===== src/rtl/risc_pkg.sv =====
// Shared definitions for the RISC core fetch path: branch modes and fetch FSM states.
package risc_pkg;

    typedef enum logic [1:0] {
        BR_NONE = 2'b00,
        BR_ABS  = 2'b01,
        BR_REL  = 2'b10,
        BR_RSV  = 2'b11
    } br_mode_e;

    typedef enum logic {
        IDLE = 1'b0,
        WAIT = 1'b1
    } fetch_state_e;

endpackage


===== src/rtl/pc_target.sv =====
// Combinational branch-target calculator; also used by the controller for link addresses.
module pc_target
    import risc_pkg::*;
#(
    parameter int AW = 8
) (
    input  logic [1:0]    mode,
    input  logic [AW-1:0] instr_pc,
    input  logic [AW-1:0] br_target,
    input  logic [7:0]    br_off,
    output logic [AW-1:0] target,
    output logic          taken
);

    localparam logic [AW-1:0] PC_ONE = {{(AW-1){1'b0}}, 1'b1};

    logic [AW-1:0] off_ext_s;

    // Relative targets wrap modulo 2^AW; reserved and none modes never redirect.
    always_comb begin
        off_ext_s = AW'($signed(br_off));
        target    = instr_pc;
        taken     = 1'b0;
        case (mode)
            BR_ABS: begin
                target = br_target;
                taken  = 1'b1;
            end
            BR_REL: begin
                target = instr_pc + PC_ONE + off_ext_s;
                taken  = 1'b1;
            end
            default: begin
                target = instr_pc;
                taken  = 1'b0;
            end
        endcase
    end

endmodule


===== src/rtl/fetch_unit.sv =====
// Instruction fetch: program counter, instruction register and a fixed-latency RAM read handshake.
module fetch_unit
    import risc_pkg::*;
#(
    parameter int            AW       = 8,
    parameter int            DW       = 16,
    parameter logic [AW-1:0] RESET_PC = {AW{1'b0}},
    parameter int            MEM_LAT  = 1
) (
    input  logic          clk,
    input  logic          reset,
    input  logic          fetch_en,
    input  logic          flush,
    input  logic          br_en,
    input  logic [1:0]    br_mode,
    input  logic [AW-1:0] br_target,
    input  logic [7:0]    br_off,
    output logic          mem_req,
    output logic [AW-1:0] mem_addr,
    input  logic [DW-1:0] mem_rdata,
    output logic [DW-1:0] instr,
    output logic [AW-1:0] instr_pc,
    output logic          instr_valid,
    output logic [AW-1:0] pc,
    output logic          busy
);

    localparam int            CNT_W  = 2;
    localparam logic [AW-1:0] PC_ONE = {{(AW-1){1'b0}}, 1'b1};

    fetch_state_e  state_r, state_s;
    logic [CNT_W-1:0] cnt_r, cnt_s;
    logic [AW-1:0] fetch_addr_r, fetch_addr_s;
    logic [AW-1:0] pend_r, pend_s;
    logic          pend_valid_r, pend_valid_s;
    logic [AW-1:0] pc_r, pc_s;
    logic [DW-1:0] instr_r, instr_s;
    logic [AW-1:0] instr_pc_r, instr_pc_s;
    logic          instr_valid_r, instr_valid_s;
    logic          busy_r, busy_s;
    logic          mem_req_s;
    logic [AW-1:0] mem_addr_s;
    logic [AW-1:0] tgt_s;
    logic          taken_s;
    logic          br_take_s;

    pc_target #(.AW(AW)) u_pc_target (
        .mode      (br_mode),
        .instr_pc  (instr_pc_r),
        .br_target (br_target),
        .br_off    (br_off),
        .target    (tgt_s),
        .taken     (taken_s)
    );

    assign br_take_s = br_en & taken_s;

    // Next-state, datapath updates and the combinational RAM strobe/address.
    always_comb begin
        state_s       = state_r;
        cnt_s         = cnt_r;
        fetch_addr_s  = fetch_addr_r;
        pend_s        = pend_r;
        pend_valid_s  = pend_valid_r;
        pc_s          = pc_r;
        instr_s       = instr_r;
        instr_pc_s    = instr_pc_r;
        instr_valid_s = 1'b0;
        busy_s        = busy_r;
        mem_req_s     = 1'b0;
        mem_addr_s    = pc_r;
        case (state_r)
            IDLE: begin
                if (fetch_en) begin
                    mem_req_s    = 1'b1;
                    mem_addr_s   = br_take_s ? tgt_s : pc_r;
                    fetch_addr_s = mem_addr_s;
                    cnt_s        = CNT_W'(MEM_LAT - 1);
                    pend_valid_s = 1'b0;
                    busy_s       = 1'b1;
                    state_s      = WAIT;
                end else if (br_take_s) begin
                    pc_s = tgt_s;
                end else begin
                    pc_s = pc_r;
                end
            end
            WAIT: begin
                // Flush wins over completion; a branch seen during the fetch still lands on pc.
                if (flush) begin
                    state_s      = IDLE;
                    busy_s       = 1'b0;
                    pend_valid_s = 1'b0;
                    if (br_take_s) begin
                        pc_s = tgt_s;
                    end else if (pend_valid_r) begin
                        pc_s = pend_r;
                    end else begin
                        pc_s = pc_r;
                    end
                end else if (cnt_r == {CNT_W{1'b0}}) begin
                    state_s       = IDLE;
                    busy_s        = 1'b0;
                    pend_valid_s  = 1'b0;
                    instr_s       = mem_rdata;
                    instr_pc_s    = fetch_addr_r;
                    instr_valid_s = 1'b1;
                    if (br_take_s) begin
                        pc_s = tgt_s;
                    end else if (pend_valid_r) begin
                        pc_s = pend_r;
                    end else begin
                        pc_s = fetch_addr_r + PC_ONE;
                    end
                end else begin
                    cnt_s = cnt_r - {{(CNT_W-1){1'b0}}, 1'b1};
                    if (br_take_s) begin
                        pend_s       = tgt_s;
                        pend_valid_s = 1'b1;
                    end else begin
                        pend_s = pend_r;
                    end
                end
            end
            default: begin
                state_s = IDLE;
                busy_s  = 1'b0;
            end
        endcase
    end

    // State and registered outputs.
    always_ff @(posedge clk or negedge reset) begin
        if (!reset) begin
            state_r       <= IDLE;
            cnt_r         <= {CNT_W{1'b0}};
            fetch_addr_r  <= {AW{1'b0}};
            pend_r        <= {AW{1'b0}};
            pend_valid_r  <= 1'b0;
            pc_r          <= RESET_PC;
            instr_r       <= {DW{1'b0}};
            instr_pc_r    <= {AW{1'b0}};
            instr_valid_r <= 1'b0;
            busy_r        <= 1'b0;
        end else begin
            state_r       <= state_s;
            cnt_r         <= cnt_s;
            fetch_addr_r  <= fetch_addr_s;
            pend_r        <= pend_s;
            pend_valid_r  <= pend_valid_s;
            pc_r          <= pc_s;
            instr_r       <= instr_s;
            instr_pc_r    <= instr_pc_s;
            instr_valid_r <= instr_valid_s;
            busy_r        <= busy_s;
        end
    end

    assign mem_req     = mem_req_s;
    assign mem_addr    = mem_addr_s;
    assign instr       = instr_r;
    assign instr_pc    = instr_pc_r;
    assign instr_valid = instr_valid_r;
    assign pc          = pc_r;
    assign busy        = busy_r;

endmodule


===== config.mk =====
export PLATFORM = sky130hd
export DESIGN_NAME = fetch_unit
export DESIGN_NICKNAME = d
export VERILOG_FILES = /design/src/rtl/risc_pkg.sv /design/src/rtl/pc_target.sv /design/src/rtl/fetch_unit.sv
export SDC_FILE = /design/constraint.sdc
export NUM_CORES = 1
export LEC_CHECK = 0
export CORE_UTILIZATION = 49
export CTS_BUF_LIST = sky130_fd_sc_hd__clkbuf_16
export DETAILED_ROUTE_END_ITERATION = 8
export HOLD_SLACK_MARGIN = 0.12
export PLACE_DENSITY = 0.8
export SETUP_SLACK_MARGIN = 0.15
export SYNTH_ARGS = -nofsm -noshare
export SYNTH_HDL_FRONTEND = slang
export SYNTH_SLANG_ARGS = --single-unit

===== constraint.sdc =====
create_clock -name clk -period 4.8 [get_ports clk]
set_clock_uncertainty 0.05 [all_clocks]
set_input_delay 1.44 -clock clk [delete_from_list [all_inputs] [get_ports clk]]
set_output_delay 1.44 -clock clk [all_outputs]
set_load 0.02 [all_outputs]

### Word-level counts from Yosys, hierarchy flattened

Cells that the tools add are included.

| storage, ports and cells | value |
|---|---|
| register bits after elaboration | 54 |
| input bits | 39 |

| operators by class | value |
|---|---|
| add/subtract/negate cells | 4 |
| equality and inequality tests | 9 |
| mux-type cells | 34 |
| bitwise logic cells | 4 |
| reduce and logical (&&, ||, !) cells | 9 |

Operators with widths:

| kind | number |
|---|---|
| 2-to-1 mux 8 bit | 10 |
| case mux 8 bit (2 select lines) | 2 |
| adder 8 x 1 -> 8 bit (second input constant) | 2 |
| 2-to-1 mux 1 bit | 15 |
| AND reduction 3 bit | 3 |
| adder 8 bit | 1 |
| inequality test 2 bit (second input constant) | 4 |
| inequality test 4 x 2 -> 1 bit (second input constant) | 2 |
| 2-to-1 mux 2 bit | 3 |
| case mux 1 bit (2 select lines) | 3 |
| AND reduction 2 bit | 3 |
| case mux 2 bit (2 select lines) | 1 |
| AND reduction 4 bit | 1 |
| inequality test 3 x 2 -> 1 bit (second input constant) | 1 |
| inverter 1 bit | 3 |
| equality test 2 x 1 -> 1 bit (second input constant) | 1 |
| equality test 2 bit (second input constant) | 1 |
| logical NOT 2 bit | 1 |
| OR reduction 2 bit | 1 |
| subtractor 2 x 1 -> 2 bit (second input constant) | 1 |
| AND 1 bit | 1 |

### Depth between registers and ports, before layout

Gate-level depths: netlist of the first run.

| depth | value |
|---|---|
| word-level depth | 8 |
| gate-level depth with buffers | 9 |

### Hierarchy

Synthesis of the first run repeated with hierarchy kept, for this count alone.

| second synthesis, totals | value |
|---|---|
| cell total of the unflattened synthesis | 352 |
| area, all modules | 3150.5 sq um |

By module, submodules not included:

| module | instances | cells each | area each (sq um) |
|---|---|---|---|
| fetch_unit | 1 | 272 | 2588.7 |
| pc_target | 1 | 80 | 561.8 |

### Worst setup path before layout of the first run

No wires, ideal clock.

| path | value |
|---|---|
| path kind | input to output |
| from | input br_off[0] |
| to | output mem_addr[6] |
| data arrival time | 2.971 ns |
| data required time | 3.310 ns |
| slack | 0.339 ns |
| stages on the path | 8 |
| path buffers | 0 |
| path through | inv_1 -> ha_1 -> fa_1 -> nand2b_1 -> a21oi_1 -> o31a_1 -> nor3_1 -> a21oi_1 |

| between the ends | value |
|---|---|
| cells in the longest elaborated chain, start to end | 5 |

Ends and longest elaborated chain:

| what | RTL line | text |
|---|---|---|
| start: declaration | fetch_unit.sv:17 | `input logic [7:0] br_off,` |
| adder 8 bit | pc_target.sv:30 | `target = instr_pc + PC_ONE + off_ext_s;` |
| case mux 8 bit (2 select lines) | pc_target.sv:24 | `case (mode)` |
| 2-to-1 mux 8 bit | -- |  |
| 2-to-1 mux 8 bit | fetch_unit.sv:74 | `if (fetch_en) begin` |
| 2-to-1 mux 8 bit | fetch_unit.sv:72 | `case (state_r)` |
| end: declaration | fetch_unit.sv:19 | `output logic [AW-1:0] mem_addr,` |

No other way between the ends.

### Final worst setup path of the first run

| path | value |
|---|---|
| from | input br_off[3] |
| to | output mem_addr[5] |

Same word-level chain as after synthesis.

==> key figures, run 1 <==
Floorplan
  – Io pins: 82
  – Die H: 82.22 µm
  – Core box area: 6061 µm²
  – Area of the die: 6759 µm²
  – Die width: 82.22 µm
  – Initial Utilization: 52.02%
  – # rows: 28

Placed design
  – Final Wtd Congestion: 0.8953
  – DP Cell Count: 495
  – Post-DP HPWL: 6140 µm
  – IO buf count: 81

Clocking
  – H-tree levels: 2
  – Clock Latency Late Sink: 0.29 ns
  – Clock buffer count from CTS: 5
  – Num Clock Sinks: 54
  – Clock transition at path regs: 0.07 ns
  – Root buffer cell: clkbuf_16
  – Clock buffer depth: 2
  – CTS tree: done

Setup path
  – Crit Path Max Fanout: 5
  – Data required, critical path: 3.31 ns
  – CP Data Arrival Time: 3.12 ns
  – Nature of the critical path startpoint: input port
  – Worst Setup End Kind: output port
  – Worst Setup Path Type: input port to output port

Global routing
  – Global-route usage over all layers: 27.92%
  – Initial antenna violation count: 0
  – Grt ovf: 0
  – Pin count of the biggest net entering global routing: 55
  – First-pass GRT wire length: 14120 µm
  – Number of global-route vias before repair: 2941

Pwr
  – Switching Fraction: 40.58%
  – Internal Power: 0.001628 W
  – Maximum vdd ir drop: 393.6 µV
  – LEAKAGE: 1.972 nW
  – Combinational Power Share: 56.2%
  – Power per cell area: 600.2 nW/µm²
  – Reg power frac: 31.0%
  – Total net switching power: 0.001112 W
  – Clock power frac: 12.9%

Routing
  – Vias: 2981
  – Average wire per standard cell: 17.46 µm
  – Final WL: 8870 µm
  – Drt pass-1 iters: 5
  – # DRC: 0
  – Vias/cell: 5.868
  – ANT nets after route: 0
  – DR iter-0 viols: 152

STA
  – FMAX: 217.0 MHz
  – Fin Setup TNS: 0 ns
  – RSZ-0062 raised after global routing: yes
  – Slew Viols, Final: 0
  – Final min period: 4.608 ns
  – Slew headroom: 54.91%
  – Least-Margin Pin Slew: 0.6764 ns
  – Final setup viols: 0
  – Final period utilization: 96.00%
  – Final hold violations: 0

Synth
  – Number of flops mapped to enable cells by yosys: 0
  – Ys async rst share: 100.0%
  – Synth Warn #: 0
  – Top_reg_cell synth: dfrtp_1
  – Post-synth top cells: dfrtp_1 (54), nor2_1 (27), nand2_1 (26)
  – Library cells used by synthesis: 63
  – Sequential share of the synthesized area: 42.86%
  – Synthesized flop and latch total: 54
  – Post-synth top area share: 42.86%
  – Mean Syn Cell Area: 10.04 µm²
  – Syn Nets: 366
  – Most frequent cell after synthesis: dfrtp_1
  – Mapped Area: 3153 µm²
  – Leading area contributor after synthesis: dfrtp_1
  – Area contributors post-synth: dfrtp_1 (43%), mux2_2 (6.8%), ha_1 (4.8%), a21oi_1 (3.7%), o21ai_0 (3.5%)
  – Synth Instances: 314

Layout
  – Core Util, Final: 75.33%
  – Seq. cell area: 1351 µm²
  – Layout cell share with drive strength beyond 1: 28.87%
  – Area of the multi-input gates: 1789 µm²
  – Area growth syn-to-layout: 44.80%
  – Fill cell count: 411
  – Nets@finish: 484
  – Antenna diodes: 0
  – Final std cells w/o fill: 508

Worst hold path
  – Worst min path class: register to register

Status
  – Status: complete, no violations

Flow run
  – Max-cap violations: 0
layout make-up:
cell class | instances | area share, %
inverter | 17 | 1.398
tap | 75 | 2.055
sequential | 54 | 29.60
clock inverter | 3 | 0.4659
timing repair buffer | 126 | 24.55
multi-input combinational | 228 | 39.19
clock buffer | 5 | 2.740
cell usage in the layout, fill, tap and decap left out, drive strengths merged, types with 3 or more instances in the layout:
cell / n
clkdlybuf4s50: 62
nor2: 29
nor2b: 6
clkbuf: 5
ha: 12
clkdlybuf4s15: 3
a22oi: 5
and3: 5
dlygate4sd2: 7
dfrtp: 54
nor3: 3
inv: 17
xor2: 4
nand3: 7
o21ai: 27
nand2: 27
a21oi: 23
buf: 53
a21o: 4
xnor2: 6
mux2: 23
a211oi: 6
final timing paths:
check	start	to	slack [ns]	cells after the start
max in group asynchronous	reset	pend_valid_r	3.03	2
min in group asynchronous	reset	pc[5]	1.23	2
max reg2reg	instr_pc[0]	fetch_addr_r[4]	2.53	11
min reg2reg	pend_r[4]	pend_r[4]	0.44	2
min	pend_r[4]	pend_r[4]	0.44	2
max	br_off[3]	mem_addr[5]	0.19	9
kinds of logic after synthesis:
kind of cell,after synthesis,synth area share (%)
AND/OR/NAND/NOR,93,15.59
adder cells (fa/ha/maj),13,5.397
multiplexers,24,8.532
XOR/XNOR,10,2.778
buffers and inverters,32,5.714
AO/OA/AOI/OAI,88,19.13
flip-flops,54,42.86
sequential cells by signal, summed over array words and instances, names as in the netlist:
name	count
fetch_addr_r	8
pc	8
state_r	1
cnt_r	2
instr	16
busy	1
instr_valid	1
instr_pc	8
pend_valid_r	1
pend_r	8
per-stage QoR:
stage	setup WS, ns	hold WS, ns	total power (W)	cell area [µm²]
floorplan	0.3390	0.3960	0.001608	3153
detailed placement	-0.7062	0.4212	0.002260	4237
finish	0.1920	0.4368	0.002740	4566
global route	0.09409	0.4736	0.002898	4566
CTS	0.1812	0.4363	0.002719	4558
global placement	-0.6989	0.4142	0.002222	4237
metal layers:
metal | up-vias | global-route usage, % | share of wire [%]
met2 | 137 | 46.12 | 49
met3 | 22 | 4.945 | 7.1
met4 | 0 | 10.53 | 2.3
met5 | - | 0 | 0
li1 | 1361 | - | -
met1 | 1461 | 36.49 | 41
power groups by stage:
stage,Combinational [W],Clock [W],Sequential (W)
4_1_cts,0.00152,0.000357,0.000844
3_3_place_gp,0.00139,0,0.000832
6_report,0.00154,0.000353,0.000848
5_1_grt,0.00165,0.000377,0.000875
2_1_floorplan,0.000638,0,0.000969
3_5_place_dp,0.00142,0,0.000841
worst max-delay path, cell delays in order:
cell	delay, ns
dlygate4sd2_1	0.27
ha_4	0.30
buf_4	0.13
o21a_1	0.13
o31a_1	0.18
o41ai_2	0.08
a211oi_2	0.30
a21oi_2	0.10
buf_4	0.17
timing repair:
action                                  4_1_cts  5_1_grt
hold endpoints to repair                      0        0
endpoints found under the setup margin        8        6
buffers inserted                              5        0
resized for setup                            77        4
hold buffers                                  0        0
pin swaps                                    17        4
Power figures use the tool's default switching activity.
==> inputs of run 2 (changes only) <==
Settings changed: GPL_ROUTABILITY_DRIVEN set to 0.
==> results of run 2 <==
No change in the layout: final DEF, timing and power equal those of run 1.
==> inputs of run 3 (changes only) <==
Settings changed: CORE_UTILIZATION 49 to 50, CTS_BUF_LIST sky130_fd_sc_hd__clkbuf_16 to sky130_fd_sc_hd__clkbuf_8, CTS_CLUSTER_SIZE set to 40, PLACE_DENSITY 0.8 to 0.82.
==> run 3 against run 2 <==
Compared with the run above:
- sequential power about the same
- hold slack improved by 0.0081 ns
- core utilization increased by 0.65 points
- largest cell class unchanged
- total power is 3.2% lower
- wire length shrank 2.4%
- sequential share of layout area grew 0.089 points
- register-to-register slack lost 0.06 ns
==> key figures, run 3 (synthesis results as in run 1) <==
Routing
  – DR iter-0 viols: 182 (was 152)
  – Final WL: 8653 µm (was 8870 µm)
  – Drt pass-1 iters: 4 (was 5)
  – # DRC: 0 (unchanged)
  – Vias: 2873 (was 2981)
  – Vias/cell: 5.689 (was 5.868)
  – Average wire per standard cell: 17.13 µm (was 17.46 µm)
  – ANT nets after route: 0 (unchanged)

Global routing
  – Number of global-route vias before repair: 3013 (was 2941)
  – GR Layer Usage met2: 48.75% (was 46.12%)
  – First-pass GRT wire length: 13860 µm (was 14120 µm)
  – Layer with the highest usage: met2 (unchanged)
  – Grt ovf: 0 (unchanged)
  – Global-route usage over all layers: 27.73% (was 27.92%)
  – Met3 Use GR: 4.778% (was 4.945%)
  – Pin count of the biggest net entering global routing: 33 (was 55)
  – Initial antenna violation count: 0 (unchanged)
  – GR Util met1: 33.91% (was 36.49%)

Layout
  – Most frequent cells in the layout: clkdlybuf4s50_1 (62), dfrtp_1 (54), buf_4 (43) (was clkdlybuf4s50_1 (62), dfrtp_1 (54), buf_4 (49))
  – Commonest non-fill, non-tap cell in the layout: clkdlybuf4s50_1 (unchanged)
  – Area growth syn-to-layout: 44.37% (was 44.80%)
  – Nets@finish: 481 (was 484)
  – Max FFs per register: 16 (unchanged)
  – Layout cell share with drive strength beyond 1: 30.00% (was 28.87%)
  – Final std cells w/o fill: 505 (was 508)
  – Antenna diodes: 0 (unchanged)

Floorplan
  – # rows: 28 (unchanged)
  – Core box area: 5991 µm² (was 6061 µm²)
  – Initial Utilization: 52.63% (was 52.02%)
  – Die H: 81.41 µm (was 82.22 µm)
  – Die width: 81.41 µm (was 82.22 µm)
  – Area of the die: 6628 µm² (was 6759 µm²)
  – Io pins: 82 (unchanged)

Placed design
  – DP Cell Count: 490 (was 495)
  – IO buf count: 81 (unchanged)
  – DP Worst Slack: -0.6710 ns (was -0.7062 ns)
  – Post-DP HPWL: 6171 µm (was 6140 µm)

Clocking
  – Clock Latency Late Sink: 0.31 ns (was 0.29 ns)
  – H-tree levels: 2 (unchanged)
  – CTS Hold Bufs: 0 (unchanged)
  – Clock transition at path regs: 0.10 ns (was 0.07 ns)
  – CTS tree: done (unchanged)
  – Clock buffer count from CTS: 5 (unchanged)
  – Num Clock Sinks: 54 (unchanged)
  – Clock buffer depth: 2 (unchanged)
  – Root buffer cell: clkbuf_8 (was clkbuf_16)

STA
  – Final setup viols: 0 (unchanged)
  – Final min period: 4.592 ns (was 4.608 ns)
  – Slew Viols, Final: 0 (unchanged)
  – RSZ-0062 raised after global routing: no (was yes)
  – Final period utilization: 95.66% (was 96.00%)
  – Least-Margin Pin Slew: 0.5777 ns (was 0.6764 ns)
  – Fin worst setup slack: 0.2081 ns (was 0.1920 ns)
  – FMAX: 217.8 MHz (was 217.0 MHz)
  – Final hold violations: 0 (unchanged)
  – Slew headroom: 61.38% (was 54.91%)

Status
  – Status: complete, no violations (unchanged)

Setup path
  – CP Data Arrival Time: 3.10 ns (was 3.12 ns)
  – Worst Setup End Kind: output port (unchanged)
  – Nature of the critical path startpoint: input port (unchanged)
  – Worst r2r path cells: 9 (was 11)
  – Data required, critical path: 3.31 ns (about the same)
  – Worst Setup Path Type: input port to output port (unchanged)
  – Crit Path Max Fanout: 5 (unchanged)

Worst hold path
  – Worst Hold Depth: 2 (unchanged)
  – Worst min path class: register to register (unchanged)

Pwr
  – Maximum vdd ir drop: 459.1 µV (was 393.6 µV)
  – LEAKAGE: 1.953 nW (was 1.972 nW)
  – Power per cell area: 583.0 nW/µm² (was 600.2 nW/µm²)

Flow run
  – Max-cap violations: 0 (unchanged)
run 3: changes by cell type in the layout (fill, tap and decap cells not counted), moves of 2 or more:
cell and delta:
clkbuf_8 +6, a21oi_2 -3, ha_4 +2, nor3_1 -2, a21oi_4 +2, clkbuf_2 +5, clkbuf_16 -5, nor3_2 +2
buf_4 -6, dlygate4sd2_1 -4
run 3: worst paths after layout:
check,startpoint,end,slack (ns)
max,br_off[2],mem_addr[7],0.21
min,pend_r[2],pend_r[2],0.44
max reg2reg,instr_pc[0],pc[6],2.47
min reg2reg,pend_r[2],pend_r[2],0.44
max in group asynchronous,reset,instr[7],2.86
min in group asynchronous,reset,instr_pc[3],1.04
run 3: layer usage:
metal	part of all wire [%]	vias to the layer above
met5	0	-
met4	2.2	0
met3	6.1	22
met2	49	112
met1	42	1381
li1	-	1358
run 3: cell type report:
class,instances,area (µm²)
Clock buffer,6,82.58
Multi-Input combinational cell,228,1843
Fill cell,422,1439
Sequential cell,54,1351
Inverter,17,63.81
Clock inverter,2,17.52
Timing Repair Buffer,123,1100
Tap cell,75,93.84
run 3: report_power, final:
| part | switching [W] | leakage [nW] | internal [W] |
|---|---|---|---|
| clock | 0.000152 | 0.0514 | 0.000119 |
| combinational | 0.000762 | 1.24 | 0.000774 |
| sequential | 0.000187 | 0.661 | 0.000659 |
run 3: what timing repair did:
| action | 4_1_cts | 5_1_grt |
|---|---|---|
| setup endpoints to repair | 8 | 8 |
| pin swaps | 12 | 15 |
| setup buffers | 5 | 2 |
| gates resized for setup | 66 | 28 |
run 3: per-stage QoR:
stage               util [%]  setup TNS [ns]  cell area (µm²)  hold WS, ns  power [W]
floorplan                  -               0             3153       0.3960   0.001608
global placement       70.30          -3.661             4212       0.4108   0.002196
detailed placement     70.30          -3.994             4212       0.4210   0.002245
CTS                    74.46               0             4461       0.4451   0.002594
global route           75.98               0             4552       0.4722   0.002815
finish                 75.98               0             4552       0.4449   0.002654
run 3: worst max-delay path, stage by stage:
cell           delay, ns
dlygate4sd2_1       0.25
ha_4                0.30
buf_4               0.11
o211ai_1            0.13
buf_4               0.18
a211oi_4            0.23
nor3_4              0.08
buf_4               0.15
a21oi_4             0.12
buf_6               0.13
